**config.mk**
```make
export PLATFORM = sky130hd
export DESIGN_NAME = meas_sequencer_flat
export DESIGN_NICKNAME = d
export VERILOG_FILES = /design/src/rtl/meas_pkg.sv /design/src/rtl/meas_if.sv /design/src/rtl/meas_pkt_tx.sv /design/src/rtl/meas_sequencer.sv /design/src/flat_wrapper.sv
export SDC_FILE = /design/constraint.sdc
export NUM_CORES = 1
export LEC_CHECK = 0
export CAP_MARGIN = 20
export CORE_ASPECT_RATIO = 0.75
export CORE_UTILIZATION = 30
export CTS_BUF_LIST = sky130_fd_sc_hd__clkbuf_4
export CTS_CLUSTER_DIAMETER = 200
export DETAILED_ROUTE_END_ITERATION = 7
export HOLD_SLACK_MARGIN = 0.03
export SLEW_MARGIN = 5
export SYNTH_ARGS = -nofsm -noshare
export SYNTH_HDL_FRONTEND = slang
export SYNTH_SLANG_ARGS = --single-unit
```
**constraint.sdc**
```tcl
create_clock -name clk -period 3.3 [get_ports clk]
set_clock_uncertainty 0.05 [all_clocks]
set_input_delay 0.66 -clock clk [delete_from_list [all_inputs] [get_ports clk]]
set_output_delay 0.66 -clock clk [all_outputs]
set_load 0.02 [all_outputs]
```
**src/rtl/meas_pkg.sv**
```systemverilog
// Shared types and constants for the frequency-meter measurement sequencer.
//   opcode_e  : measurement selection, drives the counter mux through `mode`
//   state_e   : sequencer FSM states
//   HDR_BASE  : packet header base, low two bits carry the mode
//   pkt_len() : bytes per packet for a given result width
// Optional build macro: TX_CHECKSUM_EN appends one XOR checksum byte per packet.
package meas_pkg;

  typedef enum logic [1:0] {
    OP_FREQ   = 2'b00,
    OP_PERIOD = 2'b01,
    OP_DUTY   = 2'b10,
    OP_PHASE  = 2'b11
  } opcode_e;

  typedef enum logic [2:0] {
    ST_IDLE,
    ST_CLEAR,
    ST_GATE,
    ST_WAIT,
    ST_SEND
  } state_e;

  localparam logic [7:0] HDR_BASE = 8'hA0;

`ifdef TX_CHECKSUM_EN
  localparam bit TX_CSUM = 1'b1;
`else
  localparam bit TX_CSUM = 1'b0;
`endif

  // header + result bytes + optional checksum
  function automatic int pkt_len(input int result_w);
    return 1 + result_w / 8 + (TX_CSUM ? 1 : 0);
  endfunction

  localparam int RESULT_W_DEFAULT = 32;
  localparam int PKT_LEN          = pkt_len(RESULT_W_DEFAULT);

endpackage

```
**src/rtl/meas_if.sv**
```systemverilog
// Byte stream from the sequencer to the UART transmitter.
//   tx_data  : byte to send
//   tx_valid : byte valid, held with tx_data until accepted
//   tx_ready : UART accepts when tx_valid & tx_ready
// master = byte source (sequencer), slave = UART side.
interface meas_if;
  logic [7:0] tx_data;
  logic       tx_valid;
  logic       tx_ready;

  modport master (output tx_data, output tx_valid, input tx_ready);
  modport slave  (input tx_data, input tx_valid, output tx_ready);
endinterface

```
**src/rtl/meas_pkt_tx.sv**
```systemverilog
// Packet source for one measurement: header byte, result bytes MSB first and,
// when TX_CHECKSUM_EN is defined, a trailing XOR of all preceding bytes.
// Ports:
//   clk, rst_n   : clock, async active-low reset
//   load         : start a packet (one cycle), ignored while a packet is in flight
//                  only because the sequencer never pulses it then
//   mode         : measurement mode for the header byte
//   load_data    : result word to serialise
//   last_accept  : final byte is being accepted this cycle (combinational)
//   tx           : valid/ready byte stream, source side
module meas_pkt_tx
  import meas_pkg::*;
#(
  parameter int RESULT_W = 32
) (
  input  logic                clk,
  input  logic                rst_n,
  input  logic                load,
  input  logic [1:0]          mode,
  input  logic [RESULT_W-1:0] load_data,
  output logic                last_accept,
  meas_if.master              tx
);

  localparam int                PKT_BYTES = pkt_len(RESULT_W);
  localparam int                IDX_W     = $clog2(PKT_BYTES);
  localparam logic [IDX_W-1:0]  IDX_LAST  = IDX_W'(PKT_BYTES - 1);

  logic [RESULT_W-1:0] shift_q;
  logic [IDX_W-1:0]    idx_q;
  logic [7:0]          data_q;
  logic                valid_q;
  logic [7:0]          next_byte;
  logic                xfer;

  assign xfer        = valid_q & tx.tx_ready;
  assign last_accept = xfer && (idx_q == IDX_LAST);
  assign tx.tx_data  = data_q;
  assign tx.tx_valid = valid_q;

`ifdef TX_CHECKSUM_EN
  // csum_q holds the XOR of bytes already accepted; the byte on the bus is
  // folded in when the checksum byte itself is produced.
  logic [7:0] csum_q;

  always_ff @(posedge clk or negedge rst_n) begin
    if (!rst_n) begin
      csum_q <= 8'h00;
    end else if (load) begin
      csum_q <= 8'h00;
    end else if (xfer) begin
      csum_q <= csum_q ^ data_q;
    end
  end

  assign next_byte = (idx_q == IDX_W'(PKT_BYTES - 2)) ? (csum_q ^ data_q)
                                                      : shift_q[RESULT_W-1 -: 8];
`else
  assign next_byte = shift_q[RESULT_W-1 -: 8];
`endif

  always_ff @(posedge clk or negedge rst_n) begin
    if (!rst_n) begin
      valid_q <= 1'b0;
      data_q  <= 8'h00;
      shift_q <= '0;
      idx_q   <= '0;
    end else if (load) begin
      valid_q <= 1'b1;
      data_q  <= HDR_BASE | {6'b0, mode};
      shift_q <= load_data;
      idx_q   <= '0;
    end else if (xfer) begin
      if (idx_q == IDX_LAST) begin
        valid_q <= 1'b0;
      end else begin
        idx_q   <= idx_q + IDX_W'(1);
        data_q  <= next_byte;
        shift_q <= shift_q << 8;
      end
    end
  end

endmodule

```
**src/rtl/meas_sequencer.sv**
```systemverilog
// Sequences one frequency-meter measurement: latches the opcode, clears and
// gates the counter datapath, waits for its result (or times out) and streams
// the framed packet to the UART. All outputs are registered.
// Ports:
//   clk, rst_n  : clock, async active-low reset
//   opcode      : requested measurement, latched into mode on accepted start
//   start       : request, sampled only in IDLE
//   ready       : high while IDLE
//   mode        : latched opcode, drives the counter mux
//   cnt_clr     : one-cycle clear pulse to the counter
//   gate_en     : counting window, GATE_CYCLES cycles
//   cnt_done    : counter result valid (level, already in clk domain)
//   cnt_result  : counter result, stable while cnt_done
//   tx          : byte stream to the UART (source side)
//   err         : last measurement timed out; cleared on next accepted start
// Optional build macro: TX_CHECKSUM_EN (trailing checksum byte, see meas_pkt_tx).
//
// state    | meaning
// ---------+--------------------------------------------------------------
// ST_IDLE  | ready=1, waiting for start
// ST_CLEAR | cnt_clr pulse for one cycle
// ST_GATE  | gate_en=1 for GATE_CYCLES cycles
// ST_WAIT  | waiting for cnt_done, abort after TIMEOUT_CYCLES
// ST_SEND  | streaming the packet, returns to IDLE on last byte accepted
module meas_sequencer
  import meas_pkg::*;
#(
  parameter int GATE_CYCLES    = 50_000_000,
  parameter int TIMEOUT_CYCLES = 100_000_000,
  parameter int RESULT_W       = 32
) (
  input  logic                clk,
  input  logic                rst_n,
  input  logic [1:0]          opcode,
  input  logic                start,
  output logic                ready,
  output logic [1:0]          mode,
  output logic                cnt_clr,
  output logic                gate_en,
  input  logic                cnt_done,
  input  logic [RESULT_W-1:0] cnt_result,
  meas_if.master              tx,
  output logic                err
);

  // One down-counter serves both the gate window and the wait timeout.
  localparam int               TMR_MAX  = (GATE_CYCLES > TIMEOUT_CYCLES) ? GATE_CYCLES
                                                                         : TIMEOUT_CYCLES;
  localparam int               TMR_W    = $clog2(TMR_MAX);
  localparam logic [TMR_W-1:0] GATE_LD  = TMR_W'(GATE_CYCLES - 1);
  localparam logic [TMR_W-1:0] TMO_LD   = TMR_W'(TIMEOUT_CYCLES - 1);

  state_e              state_q, state_nxt;
  logic [TMR_W-1:0]    tmr_q;
  opcode_e             mode_q;
  logic                ready_q, cnt_clr_q, gate_en_q, err_q;
  logic                accept, timeout, pkt_load, pkt_last;
  logic [RESULT_W-1:0] pkt_data;

  always_ff @(posedge clk or negedge rst_n) begin
    if (!rst_n) begin
      state_q <= ST_IDLE;
    end else begin
      state_q <= state_nxt;
    end
  end

  always_comb begin
    state_nxt = state_q;
    accept    = 1'b0;
    timeout   = 1'b0;
    pkt_load  = 1'b0;
    case (state_q)
      ST_IDLE: begin
        if (start) begin
          accept    = 1'b1;
          state_nxt = ST_CLEAR;
        end
      end
      ST_CLEAR: state_nxt = ST_GATE;
      ST_GATE: begin
        if (tmr_q == '0) state_nxt = ST_WAIT;
      end
      ST_WAIT: begin
        // cnt_done takes priority over an expiring timer in the same cycle
        if (cnt_done) begin
          pkt_load  = 1'b1;
          state_nxt = ST_SEND;
        end else if (tmr_q == '0) begin
          timeout   = 1'b1;
          pkt_load  = 1'b1;
          state_nxt = ST_SEND;
        end
      end
      ST_SEND: begin
        if (pkt_last) state_nxt = ST_IDLE;
      end
      default: state_nxt = ST_IDLE;
    endcase
  end

  // Outputs decoded from the next state so they line up with the state register.
  always_ff @(posedge clk or negedge rst_n) begin
    if (!rst_n) begin
      ready_q   <= 1'b1;
      cnt_clr_q <= 1'b0;
      gate_en_q <= 1'b0;
      mode_q    <= OP_FREQ;
      err_q     <= 1'b0;
      tmr_q     <= '0;
    end else begin
      ready_q   <= (state_nxt == ST_IDLE);
      cnt_clr_q <= (state_nxt == ST_CLEAR);
      gate_en_q <= (state_nxt == ST_GATE);
      if (accept) begin
        mode_q <= opcode_e'(opcode);
        err_q  <= 1'b0;
      end else if (timeout) begin
        err_q  <= 1'b1;
      end
      if (state_q == ST_CLEAR) begin
        tmr_q <= GATE_LD;
      end else if (state_q == ST_GATE && tmr_q == '0) begin
        tmr_q <= TMO_LD;
      end else if (tmr_q != '0) begin
        tmr_q <= tmr_q - TMR_W'(1);
      end
    end
  end

  assign pkt_data = timeout ? {RESULT_W{1'b1}} : cnt_result;

  meas_pkt_tx #(
    .RESULT_W (RESULT_W)
  ) u_pkt_tx (
    .clk         (clk),
    .rst_n       (rst_n),
    .load        (pkt_load),
    .mode        (mode_q),
    .load_data   (pkt_data),
    .last_accept (pkt_last),
    .tx          (tx)
  );

  assign ready   = ready_q;
  assign mode    = mode_q;
  assign cnt_clr = cnt_clr_q;
  assign gate_en = gate_en_q;
  assign err     = err_q;

endmodule

```
**src/flat_wrapper.sv**
```systemverilog
// flat-port wrapper written by rule: the top's interface ports become plain ports
module meas_sequencer_flat import meas_pkg::*;
#(
  parameter int GATE_CYCLES    = 50_000_000,
  parameter int TIMEOUT_CYCLES = 100_000_000,
  parameter int RESULT_W       = 32
)
  (clk, rst_n, opcode, start, ready, mode, cnt_clr, gate_en, cnt_done, cnt_result, err, tx_tx_data, tx_tx_valid, tx_tx_ready);
  meas_if tx_i ();
  input  logic clk;
  input  logic rst_n;
  input  logic [1:0] opcode;
  input  logic start;
  output logic ready;
  output logic [1:0] mode;
  output logic cnt_clr;
  output logic gate_en;
  input  logic cnt_done;
  input  logic [RESULT_W-1:0] cnt_result;
  output logic err;
  output wire logic [$bits(tx_i.tx_data)-1:0] tx_tx_data;
  output wire logic [$bits(tx_i.tx_valid)-1:0] tx_tx_valid;
  input wire logic [$bits(tx_i.tx_ready)-1:0] tx_tx_ready;
  assign tx_tx_data = tx_i.tx_data;
  assign tx_tx_valid = tx_i.tx_valid;
  assign tx_i.tx_ready = tx_tx_ready;
  meas_sequencer #(.GATE_CYCLES(GATE_CYCLES), .TIMEOUT_CYCLES(TIMEOUT_CYCLES), .RESULT_W(RESULT_W)) u_core (.clk(clk), .rst_n(rst_n), .opcode(opcode), .start(start), .ready(ready), .mode(mode), .cnt_clr(cnt_clr), .gate_en(gate_en), .cnt_done(cnt_done), .cnt_result(cnt_result), .tx(tx_i), .err(err));
endmodule
```
Yosys cells after proc, flatten, opt, wreduce, memory -nomap -nowiden
Cells that the tools add are included.
- register bits: 80
- word-level logic and storage cells: 65
- bits of input ports: 39
- muxes and demuxes: 31
- equal/unequal tests: 8
- add/sub/neg operators: 2
- bitwise gates (word level): 1
- reduce and logical (&&, ||, !) cells: 12
- operators by type and width (kind ; count):
    $mux W32 ; 4
    $mux W27 ; 3
    $logic_not A27 Y1 ; 1
    $reduce_bool A27 Y1 ; 1
    $sub A27 B1 Y27 const B ; 1
    $mux W3 ; 8
    $mux W8 ; 3
    $pmux W3 S5 ; 1
    $mux W1 ; 12
    $eq A3 B2 Y1 const B ; 3
    $eq A3 B1 Y1 const B ; 2
    $eq A3 B3 Y1 const B ; 2
    $logic_not A3 Y1 ; 2
    $reduce_bool A2 Y1 ; 3
    $reduce_and A2 Y1 ; 2
    $add A3 B1 Y3 const B ; 1
    $reduce_bool A3 Y1 ; 1
    $logic_and A1 B1 Y1 ; 2
    $ne A2 B1 Y1 const B ; 1
    $and A1 B1 Y1 ; 1

Longest topological paths before layout
- depth after elaboration: 6
- gate-level depth with buffers: 9
- mapped depth without buffers: 7

Hierarchy
A second synthesis with hierarchy kept.
- cells, all modules: 387
- area total of the unflattened synthesis: 4081.4 µm²
- modules (own cells, without submodules) (module ; sequential area each (µm²) ; cells an instance ; instances ; area an instance (µm²)):
    meas_sequencer ; 902.1 ; 231 ; 1 ; 2105.8
    meas_pkt_tx ; 1101.1 ; 156 ; 1 ; 1975.6

Least setup slack after synthesis
No wires, ideal clock.
- path kind: register to register
- from: reg u_core.tmr_q[6]
- to: reg u_core.tmr_q[15]
- arrival: 2190 ps
- path slack: 925 ps
- cell stages (with the launch flop): 7
- data required time: 3115 ps
- buffers on the path: 1
- cell sequence: dfrtp_1 > or4_4 > or4_4 > buf_6 > or4_1 > o21ai_1 > o311ai_1
- word-level cells in the longest chain between the ends: 4
- elaborated cells between the ends (all ways): 8
- RTL lines (what ; line ; text):
    start: declaration ; meas_sequencer.sv:54 ; logic [TMR_W-1:0] tmr_q;
    start signal: assignment ; meas_sequencer.sv:126 ; tmr_q <= tmr_q - TMR_W'(1);
    $sub A27 B1 Y27 or $logic_not A27 Y1 (tied branches) ; meas_sequencer.sv:126, meas_sequencer.sv:123 ;
    $mux W27 or $logic_and A1 B1 Y1 (tied branches) ; meas_sequencer.sv:125, meas_sequencer.sv:123 ;
    $mux W27 ; meas_sequencer.sv:123 ; end else if (state_q == ST_GATE && tmr_q == '0) begin
    $mux W27 ; meas_sequencer.sv:121 ; if (state_q == ST_CLEAR) begin
Several ways; a longest one is shown, not always the timed one. The select of a mux whose other input is x is not followed.
A chain may end at the register's enable or synchronous reset.

Final worst setup path
- from: reg u_core.tmr_q[12]
- to: reg u_core.tmr_q[4]
- word-level cells in the longest chain between the ends: 4
- elaborated cells between the ends (all ways): 6
- RTL lines (what ; line):
    $logic_not A27 Y1 ; meas_sequencer.sv:123
    $logic_and A1 B1 Y1 ; meas_sequencer.sv:123
    $mux W27 ; meas_sequencer.sv:123
    $mux W27 ; meas_sequencer.sv:121
Several ways; a longest one is shown, not always the timed one.

==> metrics.md <==
| Metric | Value |
|---|---|
| Status | `finished, final reports clean` |
| Clk slew on worst S/H paths | `130 ps` |
| Worst-path fanout max | `12` |
| Period utilization | `0.918` |
| Root buffer cell | `clkbuf_4` |
| Initial antenna violation count | `0` |
| Crit path capture type | `flop` |
| Vias per cell | `5.10` |
| R2R Path Start | `u_core.tmr_q[12]` |
| Crit start category | `flop` |
| RePlAce Congestion | `between 0.7 and 0.8` |
| Initial Util | `0.311` |
| CTS tree | `done` |
| Clock sinks | `80` |
| DRT Pass-1 Iters | `5` |
| Synth Register Bits | `80` |
| Post-CTS sizing | `0` |
| Global-route wire length before repair | `15.9 mm` |
| Final HPWL DP | `between 6 and 7 mm` |
| Final worst path period need | `3030 ps` |
| Critical path arrival | `3300 ps` |
| Gr usage total | `0.153` |
| Fillers | `approximately 1.2k` |
| Largest net degree at the start of global routing | `81` |
| H-tree Lvls | `3` |
| RSZ-0062 raised after global routing | `false` |
| Final setup violation count | `0` |
| Min-Delay Endpoint | `u_core.u_pkt_tx.tx.tx_data[7]` |
| R2r worst-path depth | `5` |
| Slew @ Worst Pin | `916 ps` |
| Postcts setup bufs | `0` |
| Post-synth top area share | `0.512` |
| Vias in the first global route | `3131` |
| Grt ovf | `0` |
| IO Count | `54` |
| Crit path kind | `reg -> reg` |
| Reg-to-reg endpoint | `u_core.tmr_q[4]` |
| Die area | `between 10000 and 15000 sq um` |
| Peak supply drop | `between 0.0004 and 0.0005 V` |
| Final ANT Viol Nets | `0` |
| Die height | `100 um` |
| DR vias | `3302` |
| Hold Startpoint | `u_core.u_pkt_tx.tx.tx_data[7]` |
| Synth warnings | `0` |
| Library cells used by synthesis | `50` |
| Leakage | `around 1.9 nW` |
| F_max | `0.330 GHz` |
| Clock Latency Late Sink | `440 ps` |
| Final Max Tran Viols | `0` |
| Seq/Total Area, Yosys | `0.519` |
| Mapped Area | `3860 sq um` |
| Post-route DRC | `0` |
| Area of the multi-input gates | `1690 sq um` |
| Design area | `4700 sq um` |
| Hold Crit Class | `reg -> reg` |
| Final setup TNS | `0 ps` |
| Seq. cell area | `2000 sq um` |
| DR WL/cell | `14.6 um` |
| Largest cells by area after synthesis | `dfrtp_1 51%, nand2_1 8.3%, nor2_1 5.3%` |
| Async set-reset flop share out of synthesis | `1.00` |
| Slew margin rel. | `0.384` |
| Synth area leader | `dfrtp_1` |
| Cell count after synthesis | `~430` |
| I/O Buffers | `53` |
| Final Hold Viols | `0` |
| Reg-to-reg setup timing slack | `270 ps` |
| CTS Buffer Depth | `2` |
| Max_cap viols | `0` |
| Req. time, crit path | `3570 ps` |
| Worst hold path stage count | `2` |
| DR iter-0 viols | `277` |
| Main synth FF type | `dfrtp_1` |
| Final wirelength | `roughly 9.4 mm` |
| Cell area after placement | `4540 sq um` |
| Syn nets | `468` |
| Share of cells above drive strength 1 | `0.0792` |
| EDFF count, synth | `0` |
| Fin nets | `around 520` |
| CTS Buf Count | `9` |
| Hold-fix buffers, CTS | `0` |
| Die span in x | `133 um` |
| Average size of a mapped cell | `approximately 9.1 sq um` |
| PD cells | `754 nW/um^2` |
| Rows | `35` |
| Core area | `approximately 12000 sq um` |
| Area Overhead vs Synth | `21.8%` |
[how the worst max path moves through the flow]
stage	start	end	slack, ps
global route	u_core.tmr_q[12]	u_core.tmr_q[4]	60
CTS	u_core.tmr_q[12]	u_core.tmr_q[4]	330
global placement	u_core.tmr_q[12]	u_core.tmr_q[4]	570
finish	u_core.tmr_q[12]	u_core.tmr_q[4]	270
detailed placement	u_core.tmr_q[12]	u_core.tmr_q[4]	340
floorplan	u_core.tmr_q[6]	u_core.tmr_q[15]	930
[cell families (layout without fill, tap and decap cells)]
logic type	count (synthesis)	count (layout)	synth area share
and+or+nand+nor	201	201	0.237
AOI/OAI and AO/OA	97	97	0.164
DFF	80	80	0.519
buffers and inverters	35	89	0.0447
xor gates and xnor gates	5	5	0.0113
muxes	5	5	0.0136
adders and majority gates	3	3	0.00973
other	0	1	0
[worst max-delay path, cell delays in order (launching register included)]
cell,delay (ps)
dfrtp_1,470
nor4_1,820
nand4_2,380
or2_1,510
o31a_1,500
o311ai_0,180
[power by group]
| part | switching, W | internal, W |
|---|---|---|
| Sequential | 0.000277 | 0.00134 |
| Combinational | 0.000770 | 0.000609 |
| Clock | 0.000332 | 0.000217 |
| Total | 0.00138 | 0.00217 |
[cell usage in the layout, fill, tap and decap left out, types with 3 or more instances in the layout]
master,instances
ha_1,3
buf_4,13
o31ai_1,6
nand3_1,10
and3_1,3
or4_1,7
o211ai_1,3
clkbuf_4,9
clkdlybuf4s50_1,52
nor3_1,10
a31oi_1,26
clkinv_1,3
nor4_1,6
nand2_1,85
a21oi_1,25
inv_1,7
mux2i_1,3
nor3b_1,3
dfrtp_1,79
or3_1,9
o311ai_0,4
xnor2_1,3
nor2_1,55
o21ai_0,13
[routing by layer]
| layer | wire [um] | track usage |
|---|---|---|
| met5 | 0 | 0 |
| met4 | 202 | 0.0601 |
| met3 | 565 | 0.0409 |
| met2 | 3980 | 0.213 |
| met1 | 4680 | 0.223 |
[synthesized netlist by cell type, types with 2 or more instances]
cell and instances:
a211o_1 2, a21oi_1 25, a22oi_1 2, a311oi_1 2
a31oi_1 26, and3_1 3, buf_2 5, buf_4 3
clkbuf_1 18, dfrtp_1 79, ha_1 3, inv_1 7
mux2_2 2, mux2i_1 3, nand2_1 85, nand2b_1 2
nand3_1 10, nand4_1 2, nor2_1 55, nor3_1 10
nor3b_1 3, nor4_1 6, o211ai_1 3, o21a_1 2
o21ai_0 14, o311ai_0 4, o311ai_1 2, o31a_1 2
o31ai_1 6, or2_2 2, or3_1 9, or4_1 7
or4_4 2, xnor2_1 3, xor2_1 2
[final cells by class]
type                    count  area share
flip-flops and latches     80       0.426
multi-input cells         311       0.359
repair buffers             67       0.139
well taps                 166      0.0442
clock buffers               9      0.0144
clock inverters             6      0.0109
inverters                   7     0.00559
diodes                      1    0.000532
[through the flow]
stage,worst slack [ps],power [W],utilization,hold WS [ps],cells
final,272,0.00355,0.379,474,647
after global placement,568,0.00299,0.367,432,629
after global routing,60.0,0.00383,0.379,505,646
after detailed placement,345,0.00302,0.367,438,629
after CTS,329,0.00357,0.376,352,644
after floorplan,925,0.00251,-,314,426
[flip-flops by register name (all words and copies together), names as in the netlist]
register	count
u_core.cnt_clr	1
u_core.err	1
u_core.gate_en	1
u_core.mode	2
u_core.ready	1
u_core.state_q	3
u_core.tmr_q	27
u_core.u_pkt_tx.idx_q	3
u_core.u_pkt_tx.shift_q	32
u_core.u_pkt_tx.tx.tx_data	8
u_core.u_pkt_tx.tx.tx_valid	1
No activity file was read; power rests on OpenSTA's default activity.
